==> config.mk <==
export PLATFORM = sky130hd
export DESIGN_NAME = axis_rr_arb_2to1_flat
export DESIGN_NICKNAME = d
export VERILOG_FILES = /design/src/rtl/axis_rr_arb_2to1_if.sv /design/src/rtl/axis_rr_arb_2to1.sv /design/src/flat_wrapper.sv
export SDC_FILE = /design/constraint.sdc
export NUM_CORES = 1
export LEC_CHECK = 0
export ABC_CLOCK_PERIOD_IN_PS = 2200
export CAP_MARGIN = 30
export CORE_MARGIN = 3
export CORE_UTILIZATION = 27
export CTS_BUF_LIST = sky130_fd_sc_hd__clkbuf_8
export DETAILED_ROUTE_END_ITERATION = 7
export GPL_ROUTABILITY_DRIVEN = 0
export HOLD_SLACK_MARGIN = 0.15
export PLACE_DENSITY = 0.84
export SYNTH_ARGS = -nofsm -noshare
export SYNTH_HDL_FRONTEND = slang
export SYNTH_SLANG_ARGS = --single-unit
export TNS_END_PERCENT = 100
==> constraint.sdc <==
create_clock -name clk -period 2.2 [get_ports clk]
set_input_delay 0.44 -clock clk [delete_from_list [all_inputs] [get_ports clk]]
set_output_delay 0.44 -clock clk [all_outputs]
set_load 0.005 [all_outputs]
==> src/rtl/axis_rr_arb_2to1_if.sv <==
// Stream bundle for the 2:1 round-robin packet arbiter: two upstream ports,
// one downstream port, plus grant status.
interface axis_rr_arb_2to1_if #(
  parameter int WIDTH = 16
);
  logic [WIDTH-1:0] data_0;
  logic             valid_0;
  logic             last_0;
  logic             ready_0;

  logic [WIDTH-1:0] data_1;
  logic             valid_1;
  logic             last_1;
  logic             ready_1;

  logic [WIDTH-1:0] data;
  logic             valid;
  logic             last;
  logic             ready;

  logic             sel;
  logic             busy;

  // arbiter side
  modport slave (
    input  data_0, valid_0, last_0,
    output ready_0,
    input  data_1, valid_1, last_1,
    output ready_1,
    output data, valid, last,
    input  ready,
    output sel, busy
  );

  // environment side: upstream sources and downstream sink
  modport master (
    output data_0, valid_0, last_0,
    input  ready_0,
    output data_1, valid_1, last_1,
    input  ready_1,
    input  data, valid, last,
    output ready,
    input  sel, busy
  );
endinterface

==> src/rtl/axis_rr_arb_2to1.sv <==
// 2:1 round-robin packet arbiter: a grant is held for a whole packet and
// handed over on the last beat without an idle cycle.
//
//   state  | meaning
//   IDLE   | no grant held; outputs quiet, waiting for any valid
//   GRANT0 | port 0 owns the output until it transfers a last beat
//   GRANT1 | port 1 owns the output until it transfers a last beat
module axis_rr_arb_2to1 #(
  parameter int WIDTH = 16
) (
  input  logic               clk,
  input  logic               rst,
  axis_rr_arb_2to1_if.slave  bus
);

  typedef enum logic [1:0] {
    IDLE   = 2'd0,
    GRANT0 = 2'd1,
    GRANT1 = 2'd2
  } state_t;

  state_t state_q, state_d;
  logic   ptr_q, ptr_d;

  always_ff @(posedge clk) begin
    if (rst) begin
      state_q <= IDLE;
      ptr_q   <= 1'b0;
    end else begin
      state_q <= state_d;
      ptr_q   <= ptr_d;
    end
  end

  always_comb begin
    state_d     = state_q;
    ptr_d       = ptr_q;
    bus.ready_0 = 1'b0;
    bus.ready_1 = 1'b0;
    bus.data    = {WIDTH{1'b0}};
    bus.valid   = 1'b0;
    bus.last    = 1'b0;
    bus.sel     = ptr_q;
    bus.busy    = 1'b0;

    unique case (state_q)
      IDLE: begin
        // ptr only breaks ties; it is not moved by the first grant
        if (bus.valid_0 && (!bus.valid_1 || !ptr_q)) begin
          state_d = GRANT0;
        end else if (bus.valid_1) begin
          state_d = GRANT1;
        end
      end

      GRANT0: begin
        bus.data    = bus.data_0;
        bus.valid   = bus.valid_0;
        bus.last    = bus.last_0;
        bus.ready_0 = bus.ready;
        bus.sel     = 1'b0;
        bus.busy    = 1'b1;
        if (bus.valid_0 && bus.ready && bus.last_0) begin
          ptr_d = 1'b1;
          if (bus.valid_1) begin
            state_d = GRANT1;
          end else if (bus.valid_0) begin
            state_d = GRANT0;
          end else begin
            state_d = IDLE;
          end
        end
      end

      GRANT1: begin
        bus.data    = bus.data_1;
        bus.valid   = bus.valid_1;
        bus.last    = bus.last_1;
        bus.ready_1 = bus.ready;
        bus.sel     = 1'b1;
        bus.busy    = 1'b1;
        if (bus.valid_1 && bus.ready && bus.last_1) begin
          ptr_d = 1'b0;
          if (bus.valid_0) begin
            state_d = GRANT0;
          end else if (bus.valid_1) begin
            state_d = GRANT1;
          end else begin
            state_d = IDLE;
          end
        end
      end

      default: begin
        state_d = IDLE;
      end
    endcase
  end

endmodule

==> src/flat_wrapper.sv <==
// flat-port wrapper written by rule: the top's interface ports become plain ports
module axis_rr_arb_2to1_flat 
#(
  parameter int WIDTH = 16
)
  (clk, rst, bus_data_0, bus_valid_0, bus_last_0, bus_ready_0, bus_data_1, bus_valid_1, bus_last_1, bus_ready_1, bus_data, bus_valid, bus_last, bus_ready, bus_sel, bus_busy);
  axis_rr_arb_2to1_if #(.WIDTH(WIDTH)) bus_i ();
  input  logic clk;
  input  logic rst;
  input wire logic [$bits(bus_i.data_0)-1:0] bus_data_0;
  input wire logic [$bits(bus_i.valid_0)-1:0] bus_valid_0;
  input wire logic [$bits(bus_i.last_0)-1:0] bus_last_0;
  output wire logic [$bits(bus_i.ready_0)-1:0] bus_ready_0;
  input wire logic [$bits(bus_i.data_1)-1:0] bus_data_1;
  input wire logic [$bits(bus_i.valid_1)-1:0] bus_valid_1;
  input wire logic [$bits(bus_i.last_1)-1:0] bus_last_1;
  output wire logic [$bits(bus_i.ready_1)-1:0] bus_ready_1;
  output wire logic [$bits(bus_i.data)-1:0] bus_data;
  output wire logic [$bits(bus_i.valid)-1:0] bus_valid;
  output wire logic [$bits(bus_i.last)-1:0] bus_last;
  input wire logic [$bits(bus_i.ready)-1:0] bus_ready;
  output wire logic [$bits(bus_i.sel)-1:0] bus_sel;
  output wire logic [$bits(bus_i.busy)-1:0] bus_busy;
  assign bus_i.data_0 = bus_data_0;
  assign bus_i.valid_0 = bus_valid_0;
  assign bus_i.last_0 = bus_last_0;
  assign bus_ready_0 = bus_i.ready_0;
  assign bus_i.data_1 = bus_data_1;
  assign bus_i.valid_1 = bus_valid_1;
  assign bus_i.last_1 = bus_last_1;
  assign bus_ready_1 = bus_i.ready_1;
  assign bus_data = bus_i.data;
  assign bus_valid = bus_i.valid;
  assign bus_last = bus_i.last;
  assign bus_i.ready = bus_ready;
  assign bus_sel = bus_i.sel;
  assign bus_busy = bus_i.busy;
  axis_rr_arb_2to1 #(.WIDTH(WIDTH)) u_core (.clk(clk), .rst(rst), .bus(bus_i));
endmodule
==> results of run 1 <==
[timing repair]
item,4_1_cts,5_1_grt
setup buffers,0,4
gates resized for setup,30,5
pin swaps,3,2
endpoints found under the setup margin,19,4
gates cloned,5,0
[flip-flops by register name, summed over array words and instances, names as in the netlist]
name and count:
u_core.state_q 2, u_core.ptr_q 1
[power by group through the flow]
stage	Combinational, mW	Sequential (mW)	Clock, mW
after floorplan	0.311	0.0878	0
after global placement	0.682	0.0794	0
after detailed placement	0.698	0.0810	0
after CTS	0.793	0.0835	0.159
after global routing	0.892	0.0883	0.164
final	0.830	0.0872	0.156
[layer usage]
| metal | vias to the layer above | track usage [%] | routed length [µm] |
|---|---|---|---|
| met5 | - | 0 | 0 |
| li1 | 397 | - | - |
| met4 | 0 | 10.6 | 61 |
| met3 | 6 | 5.14 | 210 |
| met2 | 47 | 37.7 | 1330 |
| met1 | 406 | 27.2 | 1210 |
[per-stage QoR]
step | instances | setup TNS (ns) | power (mW) | worst slack (ns)
6_report | 164 | 0 | 1.07 | 0.0386
3_3_place_gp | 151 | -2.50 | 0.762 | -0.149
2_1_floorplan | 62 | 0 | 0.399 | 0.274
5_1_grt | 164 | 0 | 1.14 | 0.00580
4_1_cts | 160 | -0.0426 | 1.04 | -0.0426
3_5_place_dp | 151 | -2.89 | 0.779 | -0.181
[worst max-delay path: cells and delay by family (launching register included)]
| kind | cells | cell delay, ns |
|---|---|---|
| AND/OR/NAND/NOR | 1 | 0.15 |
| flip-flops | 1 | 0.33 |
| AO/OA/AOI/OAI | 1 | 0.23 |
| adder cells (fa/ha/maj) | 1 | 0.17 |
| buffers and inverters | 3 | 0.63 |
[cells in the mapped netlist]
cell type  count
o21a_1         2
a22o_2         1
or3b_1         1
ha_1           6
a22oi_1        1
buf_6          1
a22o_1        17
and2b_2        1
or2b_1         1
a21oi_1        2
nand3_1        2
o21ai_0        3
a21boi_0       2
mux2_2         1
o211ai_1       1
mux2i_1        2
buf_2          3
inv_1          3
nor2b_1        1
nor2_1         1
and2_1         4
nand2_1        2
or2b_2         1
dfxtp_1        3
[path summary, 6_finish.rpt]
path                     start                 to  depth (start not counted)
max reg2reg  u_core.state_q[0]  u_core.state_q[1]                          7
min reg2reg       u_core.ptr_q       u_core.ptr_q                          2
max          u_core.state_q[0]        bus_data[1]                          6
min               u_core.ptr_q       u_core.ptr_q                          2
[logic make-up after synthesis]
kind of cell,count (synthesis),share of synthesized area [%]
adder cells (fa/ha/maj),6,14.5
buffers and inverters,7,7.23
AND/OR/NAND/NOR,14,16.6
AO/OA/AOI/OAI,29,44.1
flip-flops,3,11.6
multiplexers,3,6.02
[cell type report]
type	count	area share, %
repair buffers	72	50.7
multi-input cells	57	38.1
flip-flops and latches	3	4.69
clock buffers	3	3.09
well taps	25	2.34
inverters	3	0.843
clock inverters	1	0.281
==> results.txt, run 1 <==
Leak: 0.648 nW
First drt pass iteration count: 4
Synth top area cells: a22o_1 (29%), ha_1 (14%), dfxtp_1 (12%)
Max capacitance violation total: 0
Yosys warning total: 0
CP max-delay cell: clkdlybuf4s50_1
Root Buffer: clkbuf_8
Via density: 5.22
DR iter-0 viols: 20
Clock sink count: 3
Post-Syn Area: 519 µm²
Hold Fails Final Rpt: 0
DP Area: 1180 µm²
CTS tree: built
CP max stage delay: 0.44 ns
Sequential share of power: 8.1%
Pin count of the biggest net entering global routing: 10
First-pass GRT wire length: 4270 µm
Max Slew Vio Count: 0
Hold WS: 0.508 ns
Fmax: 463 MHz
Vias in the first global route: 842
CTS Buffer Depth: 2
Nets: 185
Antenna violations before repair: 0
Post-Route WL: 2810 µm
Final Critical Period: 2.16 ns
WL/cell: 17.1 µm
Critical path class: reg -> out
Synth area leader: a22o_1
Residual DRC count: 0
Die Y: 49.9 µm
Vias: 856
R2r setup slk: 0.68 ns
Remaining antenna violation count: 0
Synthesized area per cell: 8.37 µm²
Row cnt: 15
Chip width: 49.9 µm
Top Ports: 61
Htree depth: 1
Setup repair after global routing missed its margin: no
Critical path required time: 1.76 ns
Setup violators final: 0
Total of fill cells in the finished design: 134
Commonest non-fill, non-tap cell in the layout: clkdlybuf4s50_1
Switching component of the power: 378 µW
Final Util: 75.7%
Post-synth top area share: 28.7%
ANT cells: 0
Critical path startpoint category: flip-flop
Port bufs: 60
Design Area, Final: 1340 µm²
VDD IR max: 0.000749 V
P&R area growth vs syn: 157%
Setup crit end kind: output port
Total Routing Usage GR: 22.6%
Worst-Margin Slew: 0.404 ns
Core Region: 1760 µm²
Worst-path cell chain: inv_2, buf_4, ha_4, and2_4, a22o_1, clkdlybuf4s50_1
Initial Util: 29.4%
Syn nets: 107
Clock latency on the worst-skew pair: 0.22 ns
Status: finished, final reports clean
Grt ovf: 0
Sequential area share after synthesis: 11.6%
Power Internal: 695 µW
Netlist cell types: 24
Cells after Synth: 62
Clock power share: 14.5%
Layout cells sized above 1: 23.7%
PD cells: 804 nW/µm²
Sw Share: 35.3%
CTS Buf Count: 3
Share of total power in combinational logic: 77.4%
Multi-input gate area: 508 µm²
Die Area: 2490 µm²
Commonest cells after routing, fill and taps aside: clkdlybuf4s50_1 (43), a22o_1 (17), dlygate4sd2_1 (15), buf_4 (12), and2_4 (7)
Period utilization: 98.2%
Hold-fix buffers at CTS: 0
Worst slew margin: 72.8%
Worst Skew: 0.000766 ns
Hold WC Path Type: reg -> reg
Worst-path maximum fanout: 5
Worst-path clk slew: 0.03 ns
CP Data Arrival Time: 1.72 ns
Register area: 62.6 µm²
Yosys reg bits: 3
No activity file was read; power rests on OpenSTA's default activity.
==> run 2: changes to the inputs <==
--- a/config.mk
+++ b/config.mk
@@ -6,14 +6,16 @@
 export NUM_CORES = 1
 export LEC_CHECK = 0
 export ABC_CLOCK_PERIOD_IN_PS = 2200
-export CAP_MARGIN = 30
+export CELL_PAD_IN_SITES_DETAIL_PLACEMENT = 1
+export CELL_PAD_IN_SITES_GLOBAL_PLACEMENT = 1
 export CORE_MARGIN = 3
-export CORE_UTILIZATION = 27
+export CORE_UTILIZATION = 39
 export CTS_BUF_LIST = sky130_fd_sc_hd__clkbuf_8
 export DETAILED_ROUTE_END_ITERATION = 7
+export DONT_BUFFER_PORTS = 1
 export GPL_ROUTABILITY_DRIVEN = 0
 export HOLD_SLACK_MARGIN = 0.15
-export PLACE_DENSITY = 0.84
+export PLACE_DENSITY = 0.81
 export SYNTH_ARGS = -nofsm -noshare
 export SYNTH_HDL_FRONTEND = slang
 export SYNTH_SLANG_ARGS = --single-unit
==> results.txt, run 2 (synthesized netlist as in run 1, its figures left out) <==
Final worst-path setup slack: 0.117 ns (was 0.0386 ns)
Initial Util: 44.3% (was 29.4%)
Top Ports: 61 (unchanged)
Setup crit end kind: output port (unchanged)
Max reg flops: 2 (unchanged)
WL/cell: 18.4 µm (was 17.1 µm)
Total Routing Usage GR: 14.9% (was 22.6%)
Worst slew margin: 73.6% (was 72.8%)
Critical Path Source: u_core.state_q[0] (unchanged)
First drt pass iteration count: 3 (was 4)
Clock sink count: 3 (unchanged)
Setup violators final: 0 (unchanged)
Fmax: 480 MHz (was 463 MHz)
Residual DRC count: 0 (unchanged)
Most flop-heavy register: u_core.state_q (unchanged)
P&R area growth vs syn: 7.71% (was 157%)
Htree depth: 1 (unchanged)
Clock latency on the worst-skew pair: 0.21 ns (was 0.22 ns)
Setup repair after global routing missed its margin: no (unchanged)
Vias: 502 (was 856)
M1 WL: 507 µm (was 1210 µm)
Hold path start: rst (was u_core.ptr_q)
Final Critical Period: 2.08 ns (was 2.16 ns)
Grt ovf: 0 (unchanged)
Total of fill cells in the finished design: 149 (was 134)
Leak: 0.232 nW (was 0.648 nW)
Max Slew Vio Count: 0 (unchanged)
Post-CTS Setup Bufs: 0 (unchanged)
Period utilization: 94.7% (was 98.2%)
ANT cells: 0 (unchanged)
Die Area: 1810 µm² (was 2490 µm²)
CTS Buffer Depth: 2 (unchanged)
Remaining antenna violation count: 0 (unchanged)
CTS tree: built (unchanged)
Hold WC Path Type: in -> reg (was reg -> reg)
Pin count of the biggest net entering global routing: 19 (was 10)
DR iter-0 viols: 5 (was 20)
First-pass GRT wire length: 2110 µm (was 4270 µm)
Worst-path clk slew: 0.03 ns (about the same)
Met3 Wirelength: 197 µm (was 210 µm)
Critical path class: reg -> out (unchanged)
Biggest regs: u_core.state_q x2, u_core.ptr_q x1 (unchanged)
Vias in the first global route: 475 (was 842)
Critical path startpoint category: flip-flop (unchanged)
Uppermost layer routed: met3 (was met4)
Post-detail-place hpwl: 1200 µm
PD cells: 1060 nW/µm² (was 804 nW/µm²)
Die Y: 42.5 µm (was 49.9 µm)
Hold-fix buffers at CTS: 0 (unchanged)
Chip width: 42.5 µm (was 49.9 µm)
Commonest non-fill, non-tap cell in the layout: a22o_1 (was clkdlybuf4s50_1)
Commonest cells after routing, fill and taps aside: a22o_1 (17), ha_1 (6), inv_1 (4) (was clkdlybuf4s50_1 (43), a22o_1 (17), dlygate4sd2_1 (15), buf_4 (12), and2_4 (7))
Root Buffer: clkbuf_8 (unchanged)
Max capacitance violation total: 0 (unchanged)
Port bufs: 0 (was 60)
Via density: 6.61 (was 5.22)
Wire length on met2: 693 µm (was 1330 µm)
Reg-to-reg critical path startpoint: u_core.state_q[0] (unchanged)
Antenna violations before repair: 0 (unchanged)
Worst Skew: 0.00217 ns (was 0.000766 ns)
Fin Setup TNS: 0 ns (unchanged)
VDD IR max: 0.000492 V (was 0.000749 V)
Critical path required time: 1.76 ns (about the same)
Row cnt: 12 (was 15)
Layout cells sized above 1: 14.5% (was 23.7%)
Core Region: 1170 µm² (was 1760 µm²)
CTS Buf Count: 3 (unchanged)
CP Data Arrival Time: 1.64 ns (was 1.72 ns)
Hold Fails Final Rpt: 0 (unchanged)
Worst-path maximum fanout: 18 (was 5)
Worst-Margin Slew: 0.393 ns (was 0.404 ns)
Post-Route WL: 1400 µm (was 2810 µm)
Nets: 108 (was 185)
DP Worst Slack: 0.114 ns (was -0.181 ns)
Status: finished, final reports clean (unchanged)
[run 2: timing repair]
action | CTS | global route
cloned | 0 | 0
setup endpoints to repair | 18 | 7
gates resized for setup | 2 | 1
[run 2: through the flow]
| stage | instances | cell area (µm²) | power [mW] | util [%] | hold slack, ns |
|---|---|---|---|---|---|
| 6_report | 76 | 559 | 0.596 | 47.8 | 0.292 |
| 5_1_grt | 76 | 559 | 0.657 | 47.8 | 0.286 |
| 4_1_cts | 76 | 558 | 0.602 | 47.6 | 0.286 |
| 3_5_place_dp | 72 | 510 | 0.441 | 43.6 | 0.505 |
| 3_3_place_gp | 72 | 510 | 0.430 | 43.6 | 0.506 |
| 2_1_floorplan | 62 | 519 | 0.399 | - | 0.454 |
[run 2: area by class of cell]
type | instances | area [µm²] | area share, %
clock buffers | 3 | 41.3 | 7.38
clock inverters | 1 | 3.75 | 0.671
inverters | 3 | 11.3 | 2.01
multi-input cells | 52 | 425 | 76.1
flip-flops and latches | 3 | 60.1 | 10.7
well taps | 14 | 17.5 | 3.13
[run 2: worst paths after layout]
check	end	slack [ns]	cells after the start
worst max-delay path	bus_valid	0.12	4
worst min-delay path	u_core.ptr_q	0.29	1
worst max register to register	u_core.state_q[1]	0.65	6
worst min register to register	u_core.ptr_q	0.50	2
[run 2: worst max-delay path: stages, from the launching register on]
cell	delay, ns
dfxtp_1	0.39
inv_1	0.10
ha_1	0.36
and2_2	0.32
a22o_2	0.25
[run 2: power breakdown]
group          switching [mW]  internal, mW  leakage, nW
logic                   0.181         0.170        0.181
registers              0.0198        0.0718       0.0246
clock network          0.0348         0.119       0.0269
total                   0.235         0.360        0.232
[run 2: per-layer routing]
layer,vias up,track usage (%)
li1,234,-
met1,232,15.5
met2,36,25.8
met3,0,6.87
met4,0,5.59
met5,-,0
==> run 3: changes to the inputs <==
--- a/config.mk
+++ b/config.mk
@@ -15,6 +15,7 @@
 export DONT_BUFFER_PORTS = 1
 export GPL_ROUTABILITY_DRIVEN = 0
 export HOLD_SLACK_MARGIN = 0.15
+export MAX_ROUTING_LAYER = met4
 export PLACE_DENSITY = 0.81
 export SYNTH_ARGS = -nofsm -noshare
 export SYNTH_HDL_FRONTEND = slang
==> results.txt, run 3 (synthesized netlist as in run 1, its figures left out) <==
WL/cell: 18.5 µm (was 18.4 µm)
DP Area: 510 µm² (unchanged)
Vias in the first global route: 473 (was 475)
Commonest non-fill, non-tap cell in the layout: a22o_1 (unchanged)
PD cells: 1070 nW/µm² (was 1060 nW/µm²)
DR iter-0 viols: 8 (was 5)
Residual DRC count: 0 (unchanged)
Grt ovf: 0 (unchanged)
Via density: 6.58 (was 6.61)
Worst Skew: 0.00217 ns (about the same)
Post-detail-place hpwl: 1200 µm (unchanged)
Commonest cells after routing, fill and taps aside: a22o_1 (17), ha_1 (6), inv_1 (4) (unchanged)
P&R area growth vs syn: 7.71% (unchanged)
CP max-delay cell: dfxtp_1 (unchanged)
Clock latency on the worst-skew pair: 0.21 ns (about the same)
Die Y: 42.5 µm (unchanged)
VDD IR max: 0.000492 V (about the same)
Hold Fails Final Rpt: 0 (unchanged)
Vias: 500 (was 502)
Fmax: 480 MHz (about the same)
Hold Path Cell Cnt: 1 (unchanged)
Most flop-heavy register: u_core.state_q (unchanged)
Htree depth: 1 (unchanged)
DP Worst Slack: 0.114 ns (unchanged)
Setup violators final: 0 (unchanged)
ANT cells: 0 (unchanged)
Critical path's top delay family: flip-flops (unchanged)
Critical path required time: 1.76 ns (about the same)
Worst-path clk slew: 0.03 ns (about the same)
First drt pass iteration count: 3 (unchanged)
Cell count along the critical path: 4 (unchanged)
Nets: 108 (unchanged)
Final Critical Period: 2.08 ns (about the same)
Worst-path maximum fanout: 18 (unchanged)
Hold-fix buffers at CTS: 0 (unchanged)
Worst path bufs/invs: 1 (unchanged)
Setup repair after global routing missed its margin: no (unchanged)
Die Area: 1810 µm² (unchanged)
Status: finished, final reports clean (unchanged)
Post-Route WL: 1410 µm (was 1400 µm)
Initial Util: 44.3% (unchanged)
Biggest regs: u_core.state_q x2, u_core.ptr_q x1 (unchanged)
Hold WC Path Type: in -> reg (unchanged)
Total Routing Usage GR: 15.3% (was 14.9%)
CP max stage delay: 0.39 ns (about the same)
Worst-Margin Slew: 0.390 ns (was 0.393 ns)
Port bufs: 0 (unchanged)
Reg2reg path depth: 6 (unchanged)
Top Ports: 61 (unchanged)
Fin Setup TNS: 0 ns (unchanged)
Critical path startpoint category: flip-flop (unchanged)
Design Area, Final: 559 µm² (unchanged)
First-pass GRT wire length: 2110 µm (unchanged)
Critical path class: reg -> out (unchanged)
Max capacitance violation total: 0 (unchanged)
CP Data Arrival Time: 1.64 ns (about the same)
CTS tree: built (unchanged)
Core Region: 1170 µm² (unchanged)
Final worst-path setup slack: 0.116 ns (was 0.117 ns)
Max reg flops: 2 (unchanged)
Layout cells sized above 1: 14.5% (unchanged)
Period utilization: 94.7% (about the same)
Antenna violations before repair: 0 (unchanged)
Remaining antenna violation count: 0 (unchanged)
CTS Buf Count: 3 (unchanged)
Row cnt: 12 (unchanged)
Max Slew Vio Count: 0 (unchanged)
Chip width: 42.5 µm (unchanged)
Setup crit end kind: output port (unchanged)
Pin count of the biggest net entering global routing: 19 (unchanged)
Worst-path cell chain: inv_1, ha_1, and2_2, a22o_2 (unchanged)
Worst slew margin: 73.7% (was 73.6%)
Leak: 0.232 nW (unchanged)
CTS Buffer Depth: 2 (unchanged)
Clock sink count: 3 (unchanged)
Root Buffer: clkbuf_8 (unchanged)
## run 3: per-layer routing
layer	up-vias	wire length [µm]	global-route usage [%]
li1	235	-	-
met2	35	693	25.8
met1	230	527	16.0
met4	0	0	5.59
met5	-	0	-
met3	0	187	6.01
## run 3: timing repair
| item | 4_1_cts | 5_1_grt |
|---|---|---|
| endpoints found under the setup margin | 18 | 7 |
| buffers inserted | 0 | 0 |
| pin swaps | 0 | 0 |
| endpoints found under the hold margin | 0 | 0 |
| gates resized for setup | 2 | 1 |
## run 3: stage by stage
| step | instances | utilization (%) | hold WS [ns] | power (mW) |
|---|---|---|---|---|
| 2_1_floorplan | 62 | - | 0.454 | 0.399 |
| 3_3_place_gp | 72 | 43.6 | 0.506 | 0.430 |
| 3_5_place_dp | 72 | 43.6 | 0.505 | 0.441 |
| 4_1_cts | 76 | 47.6 | 0.286 | 0.602 |
| 5_1_grt | 76 | 47.8 | 0.286 | 0.657 |
| 6_report | 76 | 47.8 | 0.292 | 0.596 |
## run 3: final cells by class
class	instances	area [µm²]
well taps	14	17.5
fillers	149	612
multi-input cells	52	425
clock buffers	3	41.3
inverters	3	11.3
flip-flops and latches	3	60.1
clock inverters	1	3.75
## run 3: worst paths after layout
check	to	slack, ns	from
max	bus_valid	0.12	u_core.state_q[0]
min	u_core.ptr_q	0.29	rst
max reg2reg	u_core.state_q[1]	0.65	u_core.state_q[0]
min reg2reg	u_core.ptr_q	0.50	u_core.ptr_q
## run 3: power breakdown
part	total (mW)	switching (mW)	internal [mW]	leakage, nW
Combinational	0.351	0.181	0.170	0.181
Clock	0.153	0.0348	0.119	0.0269
Sequential	0.0916	0.0198	0.0718	0.0246
